**src/rtl/spike_pkg.sv**
```systemverilog
`default_nettype none
// ============================================================================
// Module      : spike_pkg
// Description : Shared widths, queue-entry layout and dequeue FSM encoding.
// Revision    : 1.0 - initial release
// ============================================================================
package spike_pkg;

  localparam int unsigned c_val_w_def  = 16;
  localparam int unsigned c_life_w_def = 16;

  typedef struct packed {
    logic [c_val_w_def-1:0]  val;
    logic [c_life_w_def-1:0] life;
  } spike_entry_t;

  typedef logic [1:0] state_t;

  localparam state_t c_st_idle  = 2'd0;
  localparam state_t c_st_fetch = 2'd1;
  localparam state_t c_st_hold  = 2'd2;

endpackage
`default_nettype wire

```
**src/rtl/rr_arbiter.sv**
```systemverilog
`default_nettype none
// ============================================================================
// Module      : rr_arbiter
// Description : One-hot round-robin pick, searching upward from the pointer.
// Revision    : 1.0 - initial release
// ============================================================================
module rr_arbiter #(
  parameter int NREQ  = 4,
  parameter int PTR_W = (NREQ > 1) ? $clog2(NREQ) : 1
) (
  input  logic [NREQ-1:0]  req,
  input  logic [PTR_W-1:0] ptr,
  output logic [NREQ-1:0]  gnt
);

  logic             w_found;
  int               w_sum;
  logic [PTR_W-1:0] w_idx;

  always_comb begin
    gnt     = '0;
    w_found = 1'b0;
    w_sum   = 0;
    w_idx   = '0;
    for (int k = 0; k < NREQ; k++) begin
      w_sum = int'(ptr) + k;
      if (w_sum >= NREQ) w_sum = w_sum - NREQ;
      w_idx = PTR_W'(w_sum);
      if (!w_found && req[w_idx]) begin
        gnt[w_idx] = 1'b1;
        w_found    = 1'b1;
      end
    end
  end

endmodule
`default_nettype wire

```
**src/rtl/spike_queue_ctrl.sv**
```systemverilog
`default_nettype none
// ============================================================================
// Module      : spike_queue_ctrl
// Description : Arbitrates spike requesters into an external fifo, delivers the
//               head with decremented life and recirculates it while alive.
// Revision    : 1.0 - initial release
// ============================================================================
module spike_queue_ctrl
  import spike_pkg::*;
#(
  parameter int NREQ   = 4,
  parameter int VAL_W  = c_val_w_def,
  parameter int LIFE_W = c_life_w_def
) (
  input  logic                    clk,
  input  logic                    rst,
  input  logic [NREQ-1:0]         req,
  input  logic [NREQ*VAL_W-1:0]   req_val,
  input  logic [NREQ*LIFE_W-1:0]  req_life,
  output logic [NREQ-1:0]         gnt,
  output logic                    q_enq,
  output logic                    q_deq,
  output logic [VAL_W+LIFE_W-1:0] q_din,
  input  logic [VAL_W+LIFE_W-1:0] q_dout,
  input  logic                    q_full,
  input  logic                    q_empty,
  output logic                    out_valid,
  input  logic                    out_ready,
  output logic [VAL_W-1:0]        out_val,
  output logic [LIFE_W-1:0]       out_life,
  output logic [7:0]              drop_cnt
);

  localparam int PTR_W = (NREQ > 1) ? $clog2(NREQ) : 1;

  state_t             r_state;
  logic [PTR_W-1:0]   r_ptr;
  logic               r_out_valid;
  logic [VAL_W-1:0]   r_out_val;
  logic [LIFE_W-1:0]  r_out_life;
  logic [7:0]         r_drop_cnt;

  logic [VAL_W-1:0]   w_head_val;
  logic [LIFE_W-1:0]  w_head_life;
  logic               w_recirc;
  logic               w_arb_en;
  logic [NREQ-1:0]    w_arb_req;
  logic [NREQ-1:0]    w_gnt;
  logic [PTR_W-1:0]   w_gnt_idx;
  logic [PTR_W-1:0]   w_ptr_nxt;
  logic [VAL_W-1:0]   w_sel_val;
  logic [LIFE_W-1:0]  w_sel_life;
  logic               w_any_gnt;
  logic               w_drop;
  logic               w_new_enq;

  assign w_head_val  = q_dout[LIFE_W +: VAL_W];
  assign w_head_life = q_dout[LIFE_W-1:0];

  // Recirculation may write while q_full: the dequeue one edge earlier freed a slot.
  assign w_recirc  = rst && (r_state == c_st_fetch) && (w_head_life > LIFE_W'(1));
  assign w_arb_en  = rst && !q_full && !w_recirc;
  assign w_arb_req = req & {NREQ{w_arb_en}};

  rr_arbiter #(
    .NREQ  (NREQ),
    .PTR_W (PTR_W)
  ) u_arb (
    .req (w_arb_req),
    .ptr (r_ptr),
    .gnt (w_gnt)
  );

  always_comb begin
    w_gnt_idx  = '0;
    w_sel_val  = '0;
    w_sel_life = '0;
    for (int i = 0; i < NREQ; i++) begin
      if (w_gnt[i]) begin
        w_gnt_idx  = PTR_W'(i);
        w_sel_val  = req_val[i*VAL_W +: VAL_W];
        w_sel_life = req_life[i*LIFE_W +: LIFE_W];
      end
    end
  end

  assign w_ptr_nxt = (w_gnt_idx == PTR_W'(NREQ-1)) ? '0 : w_gnt_idx + PTR_W'(1);
  assign w_any_gnt = |w_gnt;
  assign w_drop    = w_any_gnt && (w_sel_life == '0);
  assign w_new_enq = w_any_gnt && !w_drop;

  assign gnt   = w_gnt;
  assign q_enq = w_recirc || w_new_enq;
  assign q_deq = rst && (r_state == c_st_idle) && !q_empty;

  always_comb begin
    q_din = '0;
    if (w_recirc)
      q_din = {w_head_val, w_head_life - LIFE_W'(1)};
    else if (w_new_enq)
      q_din = {w_sel_val, w_sel_life};
  end

  always_ff @(posedge clk or negedge rst) begin
    if (!rst) begin
      r_state     <= c_st_idle;
      r_ptr       <= '0;
      r_out_valid <= 1'b0;
      r_out_val   <= '0;
      r_out_life  <= '0;
      r_drop_cnt  <= '0;
    end else begin
      if (w_any_gnt)
        r_ptr <= w_ptr_nxt;
      if (w_drop && (r_drop_cnt != 8'hFF))
        r_drop_cnt <= r_drop_cnt + 8'd1;
      case (r_state)
        c_st_idle: begin
          if (!q_empty) r_state <= c_st_fetch;
        end
        c_st_fetch: begin
          r_out_val   <= w_head_val;
          r_out_life  <= w_head_life - LIFE_W'(1);
          r_out_valid <= 1'b1;
          r_state     <= c_st_hold;
        end
        c_st_hold: begin
          if (r_out_valid && out_ready) begin
            r_out_valid <= 1'b0;
            r_state     <= c_st_idle;
          end
        end
        default: r_state <= c_st_idle;
      endcase
    end
  end

  assign out_valid = r_out_valid;
  assign out_val   = r_out_val;
  assign out_life  = r_out_life;
  assign drop_cnt  = r_drop_cnt;

endmodule
`default_nettype wire

```
**config.mk**
```make
export PLATFORM = sky130hd
export DESIGN_NAME = spike_queue_ctrl
export DESIGN_NICKNAME = d
export VERILOG_FILES = /design/src/rtl/spike_pkg.sv /design/src/rtl/rr_arbiter.sv /design/src/rtl/spike_queue_ctrl.sv
export SDC_FILE = /design/constraint.sdc
export NUM_CORES = 1
export LEC_CHECK = 0
export BUFFER_PORTS_ARGS = -buffer_cell sky130_fd_sc_hd__buf_2
export CORE_AREA = 2 2 97 99
export DETAILED_ROUTE_END_ITERATION = 7
export DIE_AREA = 0 0 99 101
export PLACE_DENSITY = 0.85
export SYNTH_ARGS = -nofsm -noshare
export SYNTH_HDL_FRONTEND = slang
export SYNTH_SLANG_ARGS = --single-unit
```
**constraint.sdc**
```tcl
create_clock -name clk -period 8.55 [get_ports clk]
set_clock_uncertainty 0.05 [all_clocks]
set_input_delay 0.855 -clock clk [delete_from_list [all_inputs] [get_ports clk]]
set_output_delay 0.855 -clock clk [all_outputs]
set_load 0.1 [all_outputs]
```
### After elaboration in Yosys (flattened, before gate mapping)

Index checks and enable logic that the tools add are counted.

| word-level totals | value |
|---|---|
| bits in registers | 45 |
| bits of input ports | 169 |
| output and inout port bits | 79 |
| logic and storage cells | 116 |

| cells by class | value |
|---|---|
| add/subtract/negate cells | 10 |
| $lt $le $gt $ge | 13 |
| eq/ne operators | 6 |
| multiplexer cells | 46 |
| bitwise gates (word level) | 4 |
| reduce and logical (&&, ||, !) cells | 31 |

Operators by type and width:

| operator | number |
|---|---|
| two-way mux 16 bit | 8 |
| two-way mux 32 bit | 2 |
| two-way mux 2 bit | 9 |
| logical AND 1 bit | 17 |
| > comparator 16 x 1 -> 1 bit (second input constant) | 1 |
| zero test 16 bit | 1 |
| two-way mux 4 bit | 4 |
| subtractor 16 x 1 -> 16 bit (second input constant) | 1 |
| two-way mux 1 bit | 13 |
| < comparator 2 x 3 -> 1 bit (second input constant) | 4 |
| OR 4 bit | 3 |
| greater-or-equal comparator 3 bit (second input constant) | 3 |
| adder 8 x 1 -> 8 bit (second input constant) | 1 |
| binary-select mux 1 bit (select 2 bit) | 4 |
| demux 1 bit (select 2 bit) | 4 |
| greater-or-equal comparator 2 x 1 -> 1 bit (second input constant) | 4 |
| inequality test 8 bit (second input constant) | 1 |
| subtractor 2 x 1 -> 2 bit (second input constant) | 4 |
| zero test 1 bit | 7 |
| adder 2 x 2 -> 3 bit (second input constant) | 2 |
| case mux 2 bit (3 select lines) | 1 |
| bitwise AND 4 bit | 1 |
| == test 2 bit (second input constant) | 2 |
| inequality test 2 bit (second input constant) | 2 |
| other kinds (10) | 11 |

### Depth between registers and ports, before layout

| logic depth | value |
|---|---|
| word-level depth | 28 |
| mapped depth | 19 |

### By module

From an unflattened synthesis, not the netlist that was laid out.

| unflattened totals | value |
|---|---|
| cells, all modules | 409 |
| area, all modules | 3758.6 sq um |

By module, submodules not included:

| module | instances | cells an instance | area an instance (sq um) |
|---|---|---|---|
| spike_queue_ctrl | 1 | 379 | 3455.8 |
| rr_arbiter | 1 | 30 | 302.8 |

### Least setup slack after synthesis

Ideal clock, no wire load.

| timing path | value |
|---|---|
| path type | register to output |
| from | register r_ptr[1] |
| to | output port q_din[21] |
| arrival | 6359 ps |
| slack | 1286 ps |
| stages on the path, launching flop included | 17 |
| path buffers | 4 |
| cell sequence | dfrtp_1 > clkbuf_1 > inv_1 > ha_1 > buf_2 > or3b_2 > nand3_1 > a41oi_1 > o311ai_1 > nand2_1 > inv_2 > clkbuf_1 > buf_1 > a221oi_1 > o21ai_0 > o21ai_0 > o21ai_0 |

RTL lines:

| element | line | text |
|---|---|---|
| start, declared | spike_queue_ctrl.sv:37 | `logic [PTR_W-1:0] r_ptr;` |
| start signal, assigned | spike_queue_ctrl.sv:114 | `r_ptr <= w_ptr_nxt;` |
| branches (longest 13 deep; another with adder 2 x 1 -> 3 bit) | - |  |
| two-way mux 4 bit * | rr_arbiter.sv:29 | `if (!w_found && req[w_idx]) begin` |
| via gnt[2] | spike_queue_ctrl.sv:20 | `output logic [NREQ-1:0] gnt,` |
| two-way mux 16 bit (2 in series) | spike_queue_ctrl.sv:79 | `if (w_gnt[i]) begin` |
| zero test 16 bit | spike_queue_ctrl.sv:89 | `assign w_drop = w_any_gnt && (w_sel_life == '0);` |
| logical AND 1 bit | spike_queue_ctrl.sv:89 |  |
| zero test 1 bit | spike_queue_ctrl.sv:90 | `assign w_new_enq = w_any_gnt && !w_drop;` |
| logical AND 1 bit | spike_queue_ctrl.sv:90 |  |
| two-way mux 32 bit * | spike_queue_ctrl.sv:100 | `else if (w_new_enq)` |
| two-way mux 32 bit * | spike_queue_ctrl.sv:98 | `if (w_recirc)` |
| end, declared | spike_queue_ctrl.sv:23 | `output logic [VAL_W+LIFE_W-1:0] q_din,` |

Mark *: on every way through the listed nets, which the timed path passes. The select of a mux whose other input is x is not followed.

### Final worst setup path

| timing path | value |
|---|---|
| from | register r_ptr[0] |
| to | output port q_din[19] |

| on the way | value |
|---|---|
| word-level cells in the longest chain between the ends | 24 |

RTL lines:

| element | line |
|---|---|
| branches (longest 13 deep; another with adder 2 x 1 -> 3 bit) | - |
| two-way mux 4 bit * | rr_arbiter.sv:29 |
| two-way mux 16 bit (4 in series) | spike_queue_ctrl.sv:79 |
| zero test 16 bit | spike_queue_ctrl.sv:89 |
| logical AND 1 bit | spike_queue_ctrl.sv:89 |
| zero test 1 bit | spike_queue_ctrl.sv:90 |
| logical AND 1 bit | spike_queue_ctrl.sv:90 |
| two-way mux 32 bit * | spike_queue_ctrl.sv:100 |
| two-way mux 32 bit * | spike_queue_ctrl.sv:98 |

Every way passes the cells marked *. The select of a mux whose other input is x is not followed.

==> results.yml <==
die:
  dieArea_um2: 10000
  dieHeight_um: 101
  placementRows: 35
  core_area_um2: 8980
  initial_utilization_pct: 43.1
  fp.dieW_um: 99
  pin_count: 248
drt:
  via_per_inst: 6.15
  vias: 5009
  drc: 0
  wl_per_cell_um: 19.5
  dr.first_iter.drc_count: 318
  ant_nets: 0
  routed_wirelength_mm: 15.9
  first_pass_iters: 5
sta:
  fin_ws_ps: 1410
  rsz0062_at_grt: "false"
  tightest_slew_ps: 1170
  slew_headroom_pct: 22.0
  setup_tns_ps: 0
  hold_viol: 0
  fmax_mhz: 140
  slew_viol_final: 0
  fin_crit_sh_pct: 83.5
  finalCriticalPeriod_ps: 7140
  final-setup-viol-count: 0
final_layout:
  multiInputGateArea_um2: 2560
  finalNonFillerCells: 814
  final_nets: 876
  postLayoutCoreUtil_pct: 58.2
  area_growth_pct: 35.3
  drive_above_1_share_pct: 42.2
  fillers: 844
  area.sequential_um2: 1130
clocking:
  cts_made_buffers: 5
  cts_setup_buffers: 0
  cts_htree_levels: 2
  ctsLongestPathBuffers: 2
  path_clk_slew_ps: 100
  cts_tree: "yes"
  root_buffer: "clkbuf_8"
  worstSkewPairLatency_ps: 310
  holdBufCountCts: 0
  cts.sinks: 45
  cts-resized-gates: 0
worst_setup_path:
  worst_ep_arrival_time_ps: 6230
  regToRegSetupSlack_ps: 2430
  path_delay_family: "simple AND/OR/NAND/NOR gates"
  cp_slowest_cell: "o311ai_2"
  crit_cells: 15
  reg2reg_depth: 15
  critPathMaxStageDelay_ps: 820
  crit_path_end: "q_din[19]"
  startpoint: "r_ptr[0]"
  required_ps: 7650
  crit_path_max_fanout: 24
  worstReg2RegEnd: "drop_cnt[1]"
  timing.rr.start: "r_ptr[0]"
  start_kind: "register"
  critical_path_buf_inv_count: 4
  crit_type: "register to primary output"
  cp-end-kind: "primary output"
  path_cells: "inv_1 -> ha_1 -> or3b_2 -> nand3_1 -> a41oi_1 -> o311ai_2 -> nand2_1 -> inv_2 -> o22ai_1 -> a211oi_1 -> nand4_1 -> nor3b_2 -> buf_4 -> o21ai_0 -> buf_2"
yosys:
  ys_warn_count: 0
  netlist_instances: 478
  synthArstFlopShare_pct: 100
  synth_edf_count: 0
  ys_seq_area_share_pct: 29.1
  avgSynthCellArea_um2: 8.09
  syn_nets: 656
  ys_ff_latch: 45
  ys.flop_type: "dfrtp_1"
  synth_area_um2: 3860
  yosysUniqueCellTypes: 61
grt:
  antenna_found_initial: 6
  grtUsageTotal_pct: 29.9
  grt_pass1_vias: 4909
  grt_max_degree: 51
  gr-total-overflow: 0
  grt_pass1_wl_mm: 24.1
place:
  dp_hpwl_mm: 12.2
  post-place-ws_ps: 1810
  io_buffer_count: 247
  dp_cells: 802
  place_congestion: 0.957
run_status:
  status: "completed"
job:
  maxCapViolations: 0
hold_path:
  min_path_type: "register to register"
==> layout make-up <==
class | count | area share (%)
clock buffer | 5 | 1.32
antenna | 4 | 0.191
inverter | 9 | 0.646
multi-input combinational | 386 | 49.0
timing repair buffer | 251 | 24.2
clock inverter | 3 | 0.407
tap | 111 | 2.66
sequential | 45 | 21.5
==> cells in the mapped netlist (4+ instances only) <==
cell	instances	share of area [%]
o21ai_0	57	7.4
nand2_1	52	5.1
dfrtp_1	45	29
nor2_1	40	3.9
clkbuf_1	28	2.7
a31oi_1	23	3.7
a221oi_1	19	4.3
mux2_2	17	5.0
nand3_1	15	1.9
xnor2_1	15	3.4
o211ai_1	12	2.3
o21bai_1	12	2.3
o2111ai_1	11	2.5
a21oi_1	9	1.2
ha_1	9	2.9
and2_1	8	1.3
nor4_1	8	1.3
o21ai_1	8	1.0
inv_1	6	0.58
nor3_1	6	0.78
nand4_1	5	0.81
xor2_1	5	1.1
buf_2	4	0.52
mux2i_1	4	1.0
nand3b_1	4	0.78
==> layer usage <==
| layer | vias up | track usage (%) | routed length (um) | share of wire [%] |
|---|---|---|---|---|
| li1 | 2257 | - | - | - |
| met1 | 2336 | 36.6 | 5970 | 38 |
| met2 | 345 | 50.9 | 7720 | 49 |
| met3 | 67 | 8.25 | 1670 | 11 |
| met4 | 4 | 9.69 | 495 | 3.1 |
| met5 | - | 0 | 34 | 0.21 |
==> cells in the final DEF (no fill, tap or decap), types with 12 or more instances in the layout <==
cell / n
nor2_1: 40
nand2_1: 52
buf_2: 247
nand3_1: 15
o211ai_1: 12
o21bai_1: 12
a31oi_1: 23
dfrtp_1: 45
xnor2_1: 15
mux2_2: 17
a221oi_1: 19
o21ai_0: 57
==> kinds of logic after synthesis <==
kind of cell               share of synthesized area [%]
and+or+nand+nor                                     19.9
buffers and inverters                               5.08
adders and majority gates                           2.91
DFF                                                 29.1
AOI/OAI and AO/OA                                   30.4
muxes                                               8.03
xor gates and xnor gates                            4.53
==> metrics by stage <==
stage               instance area (um2)  hold slack, ps
global route                       5220             453
floorplan                          3860             403
CTS                                5220             435
finish                             5230             433
global placement                   5130             406
detailed placement                 5130             415
==> worst min-delay path by stage <==
stage / startpoint / endpoint / slack (ps) / cells past startpoint
after floorplan: r_state[0] / r_state[0] / 400 / 1
after global placement: out_life[14] / out_life[14] / 410 / 2
after detailed placement: out_life[9] / out_life[9] / 410 / 2
after CTS: out_life[9] / out_life[9] / 440 / 2
after global routing: out_life[9] / out_life[9] / 450 / 2
final: out_life[5] / out_life[5] / 430 / 2
==> sequential cells by signal, indices dropped and copies added, names as in the netlist <==
signal	count
out_valid	1
r_state	2
out_life	16
r_ptr	2
drop_cnt	8
out_val	16
==> worst min-delay path: cells and delay by family, from the launching register on <==
kind,cells,cell delay (ps)
AOI/OAI and AO/OA,1,60
DFF,1,350
and+or+nand+nor,1,40
Power is left out: the tool's default activity adds up to more than one toggle a clock period on the data nets, which glitch-free logic cannot reach.
